[src/rtl/axi4lite_pkg.sv]
// Shared types and constants for the AXI4-Lite master: response codes,
// FSM states and the default AxPROT value.
package axi4lite_pkg;

  localparam int unsigned RESP_WIDTH = 2;
  localparam int unsigned PROT_WIDTH = 3;

  typedef enum logic [RESP_WIDTH-1:0] {
    OKAY   = 2'b00,
    EXOKAY = 2'b01,
    SLVERR = 2'b10,
    DECERR = 2'b11
  } resp_t;

  typedef enum logic [2:0] {
    IDLE,
    RD_ADDR,
    RD_DATA,
    WR_ADDR_DATA,
    WR_RESP,
    DONE
  } state_t;

  localparam logic [PROT_WIDTH-1:0] AXPROT_DEFAULT = 3'b000;

  // SLVERR and DECERR both report as an error to the requester
  function automatic logic resp_is_err(input resp_t r);
    return (r == SLVERR) || (r == DECERR);
  endfunction

endpackage

[src/rtl/axi4lite_master_if.sv]
// AXI4-Lite bus bundle (AW, W, B, AR, R channels) with master and slave views.
interface axi4lite_master_if #(
  parameter int unsigned ADDR_WIDTH = 32,
  parameter int unsigned DATA_WIDTH = 32
);
  import axi4lite_pkg::*;

  localparam int unsigned STRB_WIDTH = DATA_WIDTH / 8;

  logic                  awvalid;
  logic                  awready;
  logic [ADDR_WIDTH-1:0] awaddr;
  logic [PROT_WIDTH-1:0] awprot;

  logic                  wvalid;
  logic                  wready;
  logic [DATA_WIDTH-1:0] wdata;
  logic [STRB_WIDTH-1:0] wstrb;

  logic                  bvalid;
  logic                  bready;
  resp_t                 bresp;

  logic                  arvalid;
  logic                  arready;
  logic [ADDR_WIDTH-1:0] araddr;
  logic [PROT_WIDTH-1:0] arprot;

  logic                  rvalid;
  logic                  rready;
  logic [DATA_WIDTH-1:0] rdata;
  resp_t                 rresp;

  modport master (
    output awvalid, awaddr, awprot, input awready,
    output wvalid, wdata, wstrb, input wready,
    input  bvalid, bresp, output bready,
    output arvalid, araddr, arprot, input arready,
    input  rvalid, rdata, rresp, output rready
  );

  modport slave (
    input  awvalid, awaddr, awprot, output awready,
    input  wvalid, wdata, wstrb, output wready,
    output bvalid, bresp, input bready,
    input  arvalid, araddr, arprot, output arready,
    output rvalid, rdata, rresp, input rready
  );

endinterface

[src/rtl/axi4lite_master.sv]
// Single-outstanding AXI4-Lite master: turns one requester transaction at a
// time into AW/W/B or AR/R handshakes and reports data and error status back.
module axi4lite_master
  import axi4lite_pkg::*;
#(
  parameter int unsigned ADDR_WIDTH = 32,
  parameter int unsigned DATA_WIDTH = 32,
  parameter logic [PROT_WIDTH-1:0] AXPROT = AXPROT_DEFAULT,
  localparam int unsigned STRB_WIDTH = DATA_WIDTH / 8
) (
  input  logic                  clk,
  input  logic                  reset,
  input  logic                  axi_valid,
  input  logic                  mem_wr_req,
  input  logic [ADDR_WIDTH-1:0] mem_address,
  input  logic [DATA_WIDTH-1:0] mem_wdata,
  input  logic [STRB_WIDTH-1:0] mem_wstrb,
  output logic                  axi_ready,
  output logic [DATA_WIDTH-1:0] mem_rdata,
  output logic                  mem_error,
  axi4lite_master_if.master     axi
);

  if ((DATA_WIDTH != 32) && (DATA_WIDTH != 64)) begin : g_bad_data_width
    $error("axi4lite_master: DATA_WIDTH must be 32 or 64");
  end

  state_t state, state_nxt;
  logic   aw_done, w_done, aw_done_nxt, w_done_nxt;
  logic   aw_hs, w_hs, ar_hs, r_hs, b_hs;

  logic                  arvalid_q, rready_q, awvalid_q, wvalid_q, bready_q;
  logic                  arvalid_nxt, rready_nxt, awvalid_nxt, wvalid_nxt, bready_nxt;
  logic                  axi_ready_nxt, mem_error_nxt;
  logic [DATA_WIDTH-1:0] mem_rdata_nxt;
  logic [ADDR_WIDTH-1:0] addr_q;
  logic [DATA_WIDTH-1:0] wdata_q;
  logic [STRB_WIDTH-1:0] wstrb_q;

  assign aw_hs = awvalid_q && axi.awready;
  assign w_hs  = wvalid_q  && axi.wready;
  assign ar_hs = arvalid_q && axi.arready;
  assign r_hs  = rready_q  && axi.rvalid;
  assign b_hs  = bready_q  && axi.bvalid;

  // State register with AW/W completion flags
  always_ff @(posedge clk or negedge reset) begin
    if (!reset) begin
      state   <= IDLE;
      aw_done <= 1'b0;
      w_done  <= 1'b0;
    end else begin
      state   <= state_nxt;
      aw_done <= aw_done_nxt;
      w_done  <= w_done_nxt;
    end
  end

  // Next-state logic; AW and W complete independently in any order
  always_comb begin
    state_nxt   = state;
    aw_done_nxt = 1'b0;
    w_done_nxt  = 1'b0;
    unique case (state)
      IDLE: begin
        if (axi_valid) state_nxt = mem_wr_req ? WR_ADDR_DATA : RD_ADDR;
      end
      RD_ADDR: begin
        if (ar_hs) state_nxt = RD_DATA;
      end
      RD_DATA: begin
        if (r_hs) state_nxt = DONE;
      end
      WR_ADDR_DATA: begin
        aw_done_nxt = aw_done || aw_hs;
        w_done_nxt  = w_done  || w_hs;
        if (aw_done_nxt && w_done_nxt) state_nxt = WR_RESP;
      end
      WR_RESP: begin
        if (b_hs) state_nxt = DONE;
      end
      DONE: begin
        state_nxt = IDLE;
      end
      default: begin
        state_nxt = IDLE;
      end
    endcase
  end

  // Output decode: values the output registers take at the next edge
  always_comb begin
    arvalid_nxt   = (state_nxt == RD_ADDR);
    rready_nxt    = (state_nxt == RD_DATA);
    awvalid_nxt   = (state_nxt == WR_ADDR_DATA) && !aw_done_nxt;
    wvalid_nxt    = (state_nxt == WR_ADDR_DATA) && !w_done_nxt;
    bready_nxt    = (state_nxt == WR_RESP);
    axi_ready_nxt = (state_nxt == DONE);
    mem_rdata_nxt = mem_rdata;
    mem_error_nxt = mem_error;
    if ((state == RD_DATA) && r_hs) begin
      mem_rdata_nxt = axi.rdata;
      mem_error_nxt = resp_is_err(axi.rresp);
    end
    if ((state == WR_RESP) && b_hs) begin
      mem_error_nxt = resp_is_err(axi.bresp);
    end
  end

  // Output and request-capture registers
  always_ff @(posedge clk or negedge reset) begin
    if (!reset) begin
      arvalid_q <= 1'b0;
      rready_q  <= 1'b0;
      awvalid_q <= 1'b0;
      wvalid_q  <= 1'b0;
      bready_q  <= 1'b0;
      axi_ready <= 1'b0;
      mem_rdata <= '0;
      mem_error <= 1'b0;
      addr_q    <= '0;
      wdata_q   <= '0;
      wstrb_q   <= '0;
    end else begin
      arvalid_q <= arvalid_nxt;
      rready_q  <= rready_nxt;
      awvalid_q <= awvalid_nxt;
      wvalid_q  <= wvalid_nxt;
      bready_q  <= bready_nxt;
      axi_ready <= axi_ready_nxt;
      mem_rdata <= mem_rdata_nxt;
      mem_error <= mem_error_nxt;
      if ((state == IDLE) && axi_valid) begin
        addr_q  <= mem_address;
        wdata_q <= mem_wdata;
        wstrb_q <= mem_wstrb;
      end
    end
  end

  assign axi.arvalid = arvalid_q;
  assign axi.araddr  = addr_q;
  assign axi.arprot  = AXPROT;
  assign axi.rready  = rready_q;
  assign axi.awvalid = awvalid_q;
  assign axi.awaddr  = addr_q;
  assign axi.awprot  = AXPROT;
  assign axi.wvalid  = wvalid_q;
  assign axi.wdata   = wdata_q;
  assign axi.wstrb   = wstrb_q;
  assign axi.bready  = bready_q;

endmodule

[src/flat_wrapper.sv]
// flat-port wrapper written by rule: the top's interface ports become plain ports
module axi4lite_master_flat import axi4lite_pkg::*;
#(
  parameter int unsigned ADDR_WIDTH = 32,
  parameter int unsigned DATA_WIDTH = 32,
  parameter logic [PROT_WIDTH-1:0] AXPROT = AXPROT_DEFAULT,
  localparam int unsigned STRB_WIDTH = DATA_WIDTH / 8
)
  (clk, reset, axi_valid, mem_wr_req, mem_address, mem_wdata, mem_wstrb, axi_ready, mem_rdata, mem_error, axi_awvalid, axi_awaddr, axi_awprot, axi_awready, axi_wvalid, axi_wdata, axi_wstrb, axi_wready, axi_bvalid, axi_bresp, axi_bready, axi_arvalid, axi_araddr, axi_arprot, axi_arready, axi_rvalid, axi_rdata, axi_rresp, axi_rready);
  axi4lite_master_if #(.ADDR_WIDTH(ADDR_WIDTH), .DATA_WIDTH(DATA_WIDTH)) axi_i ();
  input  logic clk;
  input  logic reset;
  input  logic axi_valid;
  input  logic mem_wr_req;
  input  logic [ADDR_WIDTH-1:0] mem_address;
  input  logic [DATA_WIDTH-1:0] mem_wdata;
  input  logic [STRB_WIDTH-1:0] mem_wstrb;
  output logic axi_ready;
  output logic [DATA_WIDTH-1:0] mem_rdata;
  output logic mem_error;
  output wire logic [$bits(axi_i.awvalid)-1:0] axi_awvalid;
  output wire logic [$bits(axi_i.awaddr)-1:0] axi_awaddr;
  output wire logic [$bits(axi_i.awprot)-1:0] axi_awprot;
  input wire logic [$bits(axi_i.awready)-1:0] axi_awready;
  output wire logic [$bits(axi_i.wvalid)-1:0] axi_wvalid;
  output wire logic [$bits(axi_i.wdata)-1:0] axi_wdata;
  output wire logic [$bits(axi_i.wstrb)-1:0] axi_wstrb;
  input wire logic [$bits(axi_i.wready)-1:0] axi_wready;
  input wire logic [$bits(axi_i.bvalid)-1:0] axi_bvalid;
  input wire logic [$bits(axi_i.bresp)-1:0] axi_bresp;
  output wire logic [$bits(axi_i.bready)-1:0] axi_bready;
  output wire logic [$bits(axi_i.arvalid)-1:0] axi_arvalid;
  output wire logic [$bits(axi_i.araddr)-1:0] axi_araddr;
  output wire logic [$bits(axi_i.arprot)-1:0] axi_arprot;
  input wire logic [$bits(axi_i.arready)-1:0] axi_arready;
  input wire logic [$bits(axi_i.rvalid)-1:0] axi_rvalid;
  input wire logic [$bits(axi_i.rdata)-1:0] axi_rdata;
  input wire logic [$bits(axi_i.rresp)-1:0] axi_rresp;
  output wire logic [$bits(axi_i.rready)-1:0] axi_rready;
  assign axi_awvalid = axi_i.awvalid;
  assign axi_awaddr = axi_i.awaddr;
  assign axi_awprot = axi_i.awprot;
  assign axi_i.awready = axi_awready;
  assign axi_wvalid = axi_i.wvalid;
  assign axi_wdata = axi_i.wdata;
  assign axi_wstrb = axi_i.wstrb;
  assign axi_i.wready = axi_wready;
  assign axi_i.bvalid = axi_bvalid;
  assign axi_i.bresp = axi_bresp;
  assign axi_bready = axi_i.bready;
  assign axi_arvalid = axi_i.arvalid;
  assign axi_araddr = axi_i.araddr;
  assign axi_arprot = axi_i.arprot;
  assign axi_i.arready = axi_arready;
  assign axi_i.rvalid = axi_rvalid;
  assign axi_i.rdata = axi_rdata;
  assign axi_i.rresp = axi_rresp;
  assign axi_rready = axi_i.rready;
  axi4lite_master #(.ADDR_WIDTH(ADDR_WIDTH), .DATA_WIDTH(DATA_WIDTH), .AXPROT(AXPROT)) u_core (.clk(clk), .reset(reset), .axi_valid(axi_valid), .mem_wr_req(mem_wr_req), .mem_address(mem_address), .mem_wdata(mem_wdata), .mem_wstrb(mem_wstrb), .axi_ready(axi_ready), .mem_rdata(mem_rdata), .mem_error(mem_error), .axi(axi_i));
endmodule
[config.mk]
export PLATFORM = sky130hd
export DESIGN_NAME = axi4lite_master_flat
export DESIGN_NICKNAME = d
export VERILOG_FILES = /design/src/rtl/axi4lite_pkg.sv /design/src/rtl/axi4lite_master_if.sv /design/src/rtl/axi4lite_master.sv /design/src/flat_wrapper.sv
export SDC_FILE = /design/constraint.sdc
export NUM_CORES = 1
export LEC_CHECK = 0
export BUFFER_PORTS_ARGS = -buffer_cell sky130_fd_sc_hd__buf_2
export CAP_MARGIN = 10
export CORE_MARGIN = 1.5
export CORE_UTILIZATION = 30
export CTS_BUF_LIST = sky130_fd_sc_hd__clkbuf_16
export CTS_CLUSTER_SIZE = 16
export DETAILED_ROUTE_END_ITERATION = 8
export GPL_ROUTABILITY_DRIVEN = 0
export GPL_TIMING_DRIVEN = 0
export PLACE_DENSITY = 0.61
export SKIP_CTS_REPAIR_TIMING = 1
export SLEW_MARGIN = 15
export SYNTH_ARGS = -nofsm -noshare
export SYNTH_HDL_FRONTEND = slang
export SYNTH_SLANG_ARGS = --single-unit
[constraint.sdc]
create_clock -name clk -period 3.9 [get_ports clk]
set_input_delay 0.195 -clock clk [delete_from_list [all_inputs] [get_ports clk]]
set_output_delay 0.195 -clock clk [all_outputs]
set_load 0.01 [all_outputs]
==> results of run 1 <==
## final timing paths
path	startpoint	end	slack, ns	cells past startpoint
setup / recovery	u_core.state[2]	u_core.axi.araddr[16]	1.98	4
hold / removal	axi_rdata[1]	u_core.mem_rdata[1]	0.06	2
setup reg to reg	u_core.state[2]	u_core.axi.araddr[16]	1.98	4
hold reg to reg	u_core.mem_rdata[17]	u_core.mem_rdata[17]	0.48	1
max in group asynchronous	reset	u_core.axi.wdata[23]	2.93	3
min in group asynchronous	reset	u_core.axi.araddr[24]	0.29	2
## stage by stage
stage / hold WS (ns) / total power [mW]
final: 0.0631 / 5.18
after CTS: -0.284 / 5.27
after floorplan: -0.101 / 3.38
after detailed placement: 0.0973 / 4.36
after global routing: 0.0567 / 5.54
after global placement: 0.412 / 4.28
## power breakdown
part / total (mW) / switching (mW) / internal, mW
logic: 2.25 / 1.01 / 1.24
clock network: 0.888 / 0.401 / 0.487
registers: 2.04 / 0.315 / 1.72
total: 5.18 / 1.73 / 3.45
## critical path, stage by stage (launching register included)
cell and delay, ns:
sky130_fd_sc_hd__dfrtp_1 0.46, sky130_fd_sc_hd__nor4b_4 0.50, sky130_fd_sc_hd__buf_4 0.28, sky130_fd_sc_hd__buf_4 0.21
sky130_fd_sc_hd__mux2_2 0.34
## state kept, by name, indices dropped and copies added (netlist names), 3 cells and up
signal             cells
u_core.axi.araddr     32
u_core.axi.wdata      32
u_core.mem_rdata      32
u_core.axi.wstrb       4
u_core.state           3
## cell type report
cell class / count / share of cell area (%)
multi-input combinational: 136 / 21.3
sequential: 112 / 44.2
antenna: 1 / 0.0395
inverter: 4 / 0.237
clock buffer: 9 / 3.55
buffer: 50 / 5.86
timing repair buffer: 251 / 20.4
clock inverter: 6 / 0.849
tap: 184 / 3.63
## kinds of logic (layout without fill, tap and decap cells)
logic type / after synthesis / in the layout / share of synthesized area, %
muxes: 101 / 101 / 25.1
and+or+nand+nor: 22 / 22 / 3.18
buffers and inverters: 54 / 320 / 8.56
AOI/OAI and AO/OA: 7 / 7 / 0.997
other: 1 / 7 / 0.0830
DFF: 112 / 112 / 62.0
## layout by cell type, fill, tap and decap left out, types with 2 or more instances in the layout
master,count
sky130_fd_sc_hd__buf_6,4
sky130_fd_sc_hd__clkbuf_16,9
sky130_fd_sc_hd__dfrtp_1,112
sky130_fd_sc_hd__buf_2,254
sky130_fd_sc_hd__buf_4,41
sky130_fd_sc_hd__and2_1,2
sky130_fd_sc_hd__and3_1,2
sky130_fd_sc_hd__mux2_1,21
sky130_fd_sc_hd__nor3_1,3
sky130_fd_sc_hd__inv_1,6
sky130_fd_sc_hd__nand3_1,2
sky130_fd_sc_hd__conb_1,6
sky130_fd_sc_hd__nor2_1,3
sky130_fd_sc_hd__nand2_1,4
sky130_fd_sc_hd__a21oi_1,3
sky130_fd_sc_hd__mux2_2,79
## layer usage
metal / global-route usage [%] / up-vias / part of all wire (%)
met3: 3.87 / 15 / 8.0
met2: 23.6 / 138 / 51
met5: 0 / - / 0
met4: 6.43 / 0 / 2.5
li1: - / 1521 / -
met1: 15.5 / 1584 / 38
==> impl_metrics.sql, run 1 <==
INSERT INTO impl_metrics (metric_group, metric, value, unit) VALUES
('status', 'outcome', 'finished, violations left', ''),
('status', 'violations', 'DRC', ''),
('cells_and_area', 'area.sequential', '0.00280', 'mm2'),
('critical_path', 'nature_of_the_critical_path_startpoint', 'flop', ''),
('grt', 'grt_antenna_before_repair', '1', ''),
('clocking', 'number_of_cts_inserted_buffers', '9', ''),
('clocking', 'worst_skew_pair.late_latency', '0.34', 'ns'),
('clocking', 'clk_transition_reported_paths', '0.07', 'ns'),
('sta', 'setup_viol', '0', ''),
('cells_and_area', 'fin_nets', '677', ''),
('placed_design', 'final_hpwl_from_detailed_placement', '8.13', 'mm'),
('yosys', 'async_flop_share', '100', '%'),
('critical_path', 'critPathRequiredTime', '4.13', 'ns'),
('critical_path', 'cp_data_arrival_time', '2.15', 'ns'),
('yosys', 'syn_avg_cell_area', '15.2', 'um2'),
('placed_design', 'placed_cell_area', '0.00605', 'mm2'),
('cells_and_area', 'multi_input_area', '0.00135', 'mm2'),
('floorplanning', 'core_area', '0.0146', 'mm2'),
('power', 'p_leak', '3.32', 'nW'),
('grt', 'globalRouteTotalUtil', '13.6', '%'),
('yosys', 'yosysWarningCount', '0', ''),
('detailed_routing', 'routedWlPerCell', '13.9', 'um'),
('critical_path', 'worst-path-max-fanout', '10', ''),
('placed_design', 'io_buffers', '249', ''),
('grt', 'via_count_of_the_first_global_routing_pass', '3430', ''),
('cells_and_area', 'post_layout_utilization_of_the_core', '43.3', '%'),
('clocking', 'cts.root.buffer_cell', 'sky130_fd_sc_hd__clkbuf_16', ''),
('sta', 'timing.final.max_slew_violations', '0', ''),
('yosys', 'yosys-top-cells-count', '112 x sky130_fd_sc_hd__dfrtp_1, 79 x sky130_fd_sc_hd__mux2_2, 41 x sky130_fd_sc_hd__buf_4', ''),
('yosys', 'yosys-top-cells-area', 'sky130_fd_sc_hd__dfrtp_1 62%, sky130_fd_sc_hd__mux2_2 20%, sky130_fd_sc_hd__buf_4 6.8%, sky130_fd_sc_hd__mux2_1 5.2%, sky130_fd_sc_hd__buf_6 0.75%', ''),
('yosys', 'yosys.area.top_type_share', '62.0', '%'),
('sta', 'hold_violations', '0', ''),
('clocking', 'tritoncts', 'done', ''),
('clocking', 'ctsHtreeMaxLevel', '3', ''),
('placed_design', 'dp_slack', '1.91', 'ns'),
('sta', 'finalCritPeriodShare', '49.3', '%'),
('yosys', 'post-synth-top-count-cell', 'sky130_fd_sc_hd__dfrtp_1', ''),
('floorplanning', 'number_of_core_rows', '44', ''),
('detailed_routing', 'drt_first_pass_iters', '7', ''),
('detailed_routing', 'postRouteWirelength', '10.5', 'mm'),
('run', 'max-cap-violations', '0', ''),
('critical_path', 'worst_setup_path_end_kind', 'flop', ''),
('sta', 'max_frequency', '520', 'MHz'),
('yosys', 'number_of_distinct_library_cells_after_synthesis', '26', ''),
('detailed_routing', 'antenna_left', '0', ''),
('power', 'max-vdd-ir-drop', '0.000296', 'V'),
('cells_and_area', 'synthToLayoutAreaGrowth', '40.3', '%'),
('cells_and_area', 'post-route-cell-area', '0.00634', 'mm2'),
('sta', 'worst_clock_skew', '0.00512', 'ns'),
('cells_and_area', 'final_cell_count_no_fill', '753', ''),
('floorplanning', 'initial_utilization', '30.9', '%'),
('clocking', 'max-clock-path-buffers', '2', ''),
('grt', 'grt_overflow', '0', ''),
('yosys', 'ys_dominant_reg_cell', 'sky130_fd_sc_hd__dfrtp_1', ''),
('yosys', 'yosys_register_bits', '112', ''),
('floorplanning', 'die_w', '126', 'um'),
('critical_path', 'setup.worst_path.class', 'reg2reg', ''),
('sta', 'postLayoutSetupSlackWorst', '1.98', 'ns'),
('power', 'pwr_density_cell', '816', 'mW/mm2'),
('floorplanning', 'io_pins', '258', ''),
('sta', 'grt_setup_unrepaired', 'no', ''),
('yosys', 'synth_sequential_area_ratio', '62.0', '%'),
('detailed_routing', 'detail_route.iter0.violations', '78', ''),
('grt', 'grt_pass1_wl', '17.1', 'mm'),
('grt', 'largest_net_degree_at_the_start_of_global_routing', '81', ''),
('sta', 'finalSetupTns', '0', 'ns'),
('cells_and_area', 'fillCellCount', '1409', ''),
('detailed_routing', 'drt-vias-per-instance', '4.33', ''),
('cells_and_area', 'fraction_of_final_layout_cells_with_drive_strength_greater_than_1', '69.2', '%'),
('placed_design', 'placedCellCount', '736', ''),
('floorplanning', 'die_area', '0.0158', 'mm2'),
('floorplanning', 'chipHeight', '126', 'um'),
('yosys', 'synth_enable_flop_cells', '0', ''),
('detailed_routing', 'drc', '36', ''),
('detailed_routing', 'detailroute.via_count', '3258', ''),
('yosys', 'syn_area', '0.00452', 'mm2'),
('yosys', 'synth.largest_area_cell', 'sky130_fd_sc_hd__dfrtp_1', ''),
('worst_hold_path', 'min-delay-path-class', 'in2reg', ''),
('yosys', 'synthCells', '297', ''),
('clocking', 'cts_sinks', '112', ''),
('sta', 'finalWorstPathRequiredPeriod', '1.92', 'ns');
No activity file was read; power rests on OpenSTA's default activity.
==> run 2, diff against run 1 <==
--- a/config.mk
+++ b/config.mk
@@ -14,7 +14,7 @@
 export DETAILED_ROUTE_END_ITERATION = 8
 export GPL_ROUTABILITY_DRIVEN = 0
 export GPL_TIMING_DRIVEN = 0
-export PLACE_DENSITY = 0.61
+export PLACE_DENSITY = 0.63
 export SKIP_CTS_REPAIR_TIMING = 1
 export SLEW_MARGIN = 15
 export SYNTH_ARGS = -nofsm -noshare
==> constraint.sdc (replaced) <==
create_clock -name clk -period 1.7 [get_ports clk]
set_input_delay 0.085 -clock clk [delete_from_list [all_inputs] [get_ports clk]]
set_output_delay 0.085 -clock clk [all_outputs]
set_load 0.01 [all_outputs]
==> run 2 against run 1 <==
Effect of this change:
- the flow still finishes with violations (DRC)
- flip-flop and latch count stayed put
- final cell count grew 14%
- maximum frequency increased by 16%
- total power rose by 140%
==> impl_metrics.sql, run 2 (synthesis results as in run 1) <==
INSERT INTO impl_metrics (metric_group, metric, value, unit) VALUES
('status', 'outcome', 'finished, violations left', ''),
('status', 'violations', 'DRC', ''),
('grt', 'grt_pass1_wl', '16.7', 'mm'),
('critical_path', 'worst-path-max-fanout', '8', ''),
('cells_and_area', 'post-route-cell-area', '0.00751', 'mm2'),
('power', 'max-vdd-ir-drop', '0.000637', 'V'),
('clocking', 'number_of_cts_inserted_buffers', '9', ''),
('clocking', 'clk_transition_reported_paths', '0.07', 'ns'),
('critical_path', 'setup.worst_path.class', 'reg2reg', ''),
('clocking', 'worst_skew_pair.late_latency', '0.34', 'ns'),
('clocking', 'tritoncts', 'done', ''),
('placed_design', 'placed_cell_area', '0.00605', 'mm2'),
('clocking', 'cts.root.buffer_cell', 'sky130_fd_sc_hd__clkbuf_16', ''),
('cells_and_area', 'fraction_of_final_layout_cells_with_drive_strength_greater_than_1', '60.0', '%'),
('cells_and_area', 'layout.cells.most_common', 'sky130_fd_sc_hd__buf_2', ''),
('detailed_routing', 'detailroute.via_count', '3674', ''),
('critical_path', 'worst_setup_path_end_kind', 'flop', ''),
('critical_path', 'cp_data_arrival_time', '1.88', 'ns'),
('floorplanning', 'chipHeight', '126', 'um'),
('clocking', 'max-clock-path-buffers', '2', ''),
('placed_design', 'final_hpwl_from_detailed_placement', '8.06', 'mm'),
('sta', 'worst_clock_skew', '0.00652', 'ns'),
('detailed_routing', 'postRouteWirelength', '12.2', 'mm'),
('detailed_routing', 'drt-vias-per-instance', '4.27', ''),
('run', 'max-cap-violations', '0', ''),
('grt', 'globalRouteTotalUtil', '13.4', '%'),
('power', 'p_leak', '3.80', 'nW'),
('critical_path', 'critPathRequiredTime', '1.93', 'ns'),
('detailed_routing', 'antenna_left', '0', ''),
('worst_hold_path', 'min-delay-path-class', 'in2reg', ''),
('floorplanning', 'die_area', '0.0158', 'mm2'),
('sta', 'timing.final.max_slew_violations', '0', ''),
('critical_path', 'critical_path.max_stage_delay', '0.47', 'ns'),
('cells_and_area', 'post_layout_utilization_of_the_core', '51.3', '%'),
('placed_design', 'io_buffers', '249', ''),
('power', 'pwr_density_cell', '1640', 'mW/mm2'),
('detailed_routing', 'drt_first_pass_iters', '6', ''),
('cells_and_area', 'final_cell_count_no_fill', '860', ''),
('grt', 'via_count_of_the_first_global_routing_pass', '3466', ''),
('sta', 'finalCritPeriodShare', '97.5', '%'),
('placed_design', 'placedCellCount', '736', ''),
('sta', 'max_frequency', '603', 'MHz'),
('sta', 'hold_violations', '0', ''),
('floorplanning', 'die_w', '126', 'um'),
('cells_and_area', 'fin_nets', '784', ''),
('sta', 'setup_viol', '0', ''),
('grt', 'largest_net_degree_at_the_start_of_global_routing', '75', ''),
('detailed_routing', 'detail_route.iter0.violations', '100', ''),
('floorplanning', 'initial_utilization', '30.9', '%'),
('grt', 'grt_antenna_before_repair', '0', ''),
('floorplanning', 'number_of_core_rows', '44', ''),
('clocking', 'cts_sinks', '112', ''),
('cells_and_area', 'synthToLayoutAreaGrowth', '66.3', '%'),
('grt', 'grt_overflow', '0', ''),
('floorplanning', 'core_area', '0.0146', 'mm2'),
('clocking', 'ctsHtreeMaxLevel', '3', ''),
('detailed_routing', 'routedWlPerCell', '14.2', 'um'),
('detailed_routing', 'drc', '42', ''),
('critical_path', 'critical_path.cell_chain', 'nor3b_4, and3_4, buf_12, clkbuf_16, mux2_1', ''),
('sta', 'finalWorstPathRequiredPeriod', '1.66', 'ns'),
('critical_path', 'nature_of_the_critical_path_startpoint', 'flop', ''),
('critical_path', 'critical_path.slowest_cell', 'sky130_fd_sc_hd__dfrtp_2', ''),
('floorplanning', 'io_pins', '258', ''),
('cells_and_area', 'mostFrequentLayoutCells', '248 x sky130_fd_sc_hd__buf_2, 109 x sky130_fd_sc_hd__dfrtp_1, 101 x sky130_fd_sc_hd__dlygate4sd3_1, 79 x sky130_fd_sc_hd__mux2_2, 43 x sky130_fd_sc_hd__buf_4', '');
[run 2: cell types whose count changed in the layout (fill, tap and decap cells not counted), moves of 2 or more]
cell | before | now
sky130_fd_sc_hd__buf_2 | 254 | 248
sky130_fd_sc_hd__clkbuf_16 | 9 | 11
sky130_fd_sc_hd__dfrtp_1 | 112 | 109
sky130_fd_sc_hd__dfrtp_2 | 0 | 3
sky130_fd_sc_hd__buf_12 | 0 | 2
sky130_fd_sc_hd__buf_6 | 4 | 9
sky130_fd_sc_hd__clkinv_2 | 1 | 3
sky130_fd_sc_hd__buf_4 | 41 | 43
sky130_fd_sc_hd__dlygate4sd3_1 | 1 | 101
sky130_fd_sc_hd__buf_8 | 0 | 2
[run 2: per-layer routing]
metal	wire length (um)	global-route usage (%)	vias up
li1	-	-	1723
met1	4560	14.7	1778
met2	6590	24.0	151
met3	789	3.91	22
met4	298	6.36	0
met5	0	0	-
[run 2: cell type report]
type / count / area, um2
fill: 1245 / 7130
sequential: 112 / 2810
timing repair buffer: 359 / 2390
multi-input combinational: 136 / 1360
buffer: 49 / 434
tap: 184 / 230
clock buffer: 9 / 225
clock inverter: 6 / 52.6
inverter: 4 / 15.0
antenna: 1 / 2.50
[run 2: path summary, 6_finish.rpt]
kind                                      from                   end  slack (ns)  cells after the start
max                            u_core.state[0]  u_core.mem_rdata[24]        0.04                      5
min                               axi_bresp[1]      u_core.mem_error        0.04                      3
max reg2reg                    u_core.state[0]  u_core.mem_rdata[24]        0.04                      5
min reg2reg                u_core.mem_rdata[9]   u_core.mem_rdata[9]        0.48                      1
max in group asynchronous                reset  u_core.axi.wdata[26]        0.78                      3
min in group asynchronous                reset  u_core.mem_rdata[17]        0.23                      2
[run 2: critical path, delay by kind of cell (launching register included)]
family,cells,cell delay [ns]
AND/OR/NAND/NOR,2,0.46
flip-flops,1,0.47
buffers and inverters,2,0.29
multiplexers,1,0.32
[run 2: through the flow]
step                worst slack (ns)    TNS, ns  hold slack [ns]  total power, mW
floorplan                     0.0800          0           -0.211             7.74
global placement              -0.719     -88.62            0.301             9.82
detailed placement            -0.312     -11.24           0.0132             10.0
CTS                           -0.323     -12.29           -0.366             12.1
global route               -0.000317  -0.000468           0.0846             13.2
finish                        0.0417          0           0.0440             12.3
[run 2: report_power, final]
group	switching [mW]	total, mW	internal, mW
sequential	0.780	4.74	3.96
clock	0.915	2.03	1.12
combinational	2.43	5.58	3.15
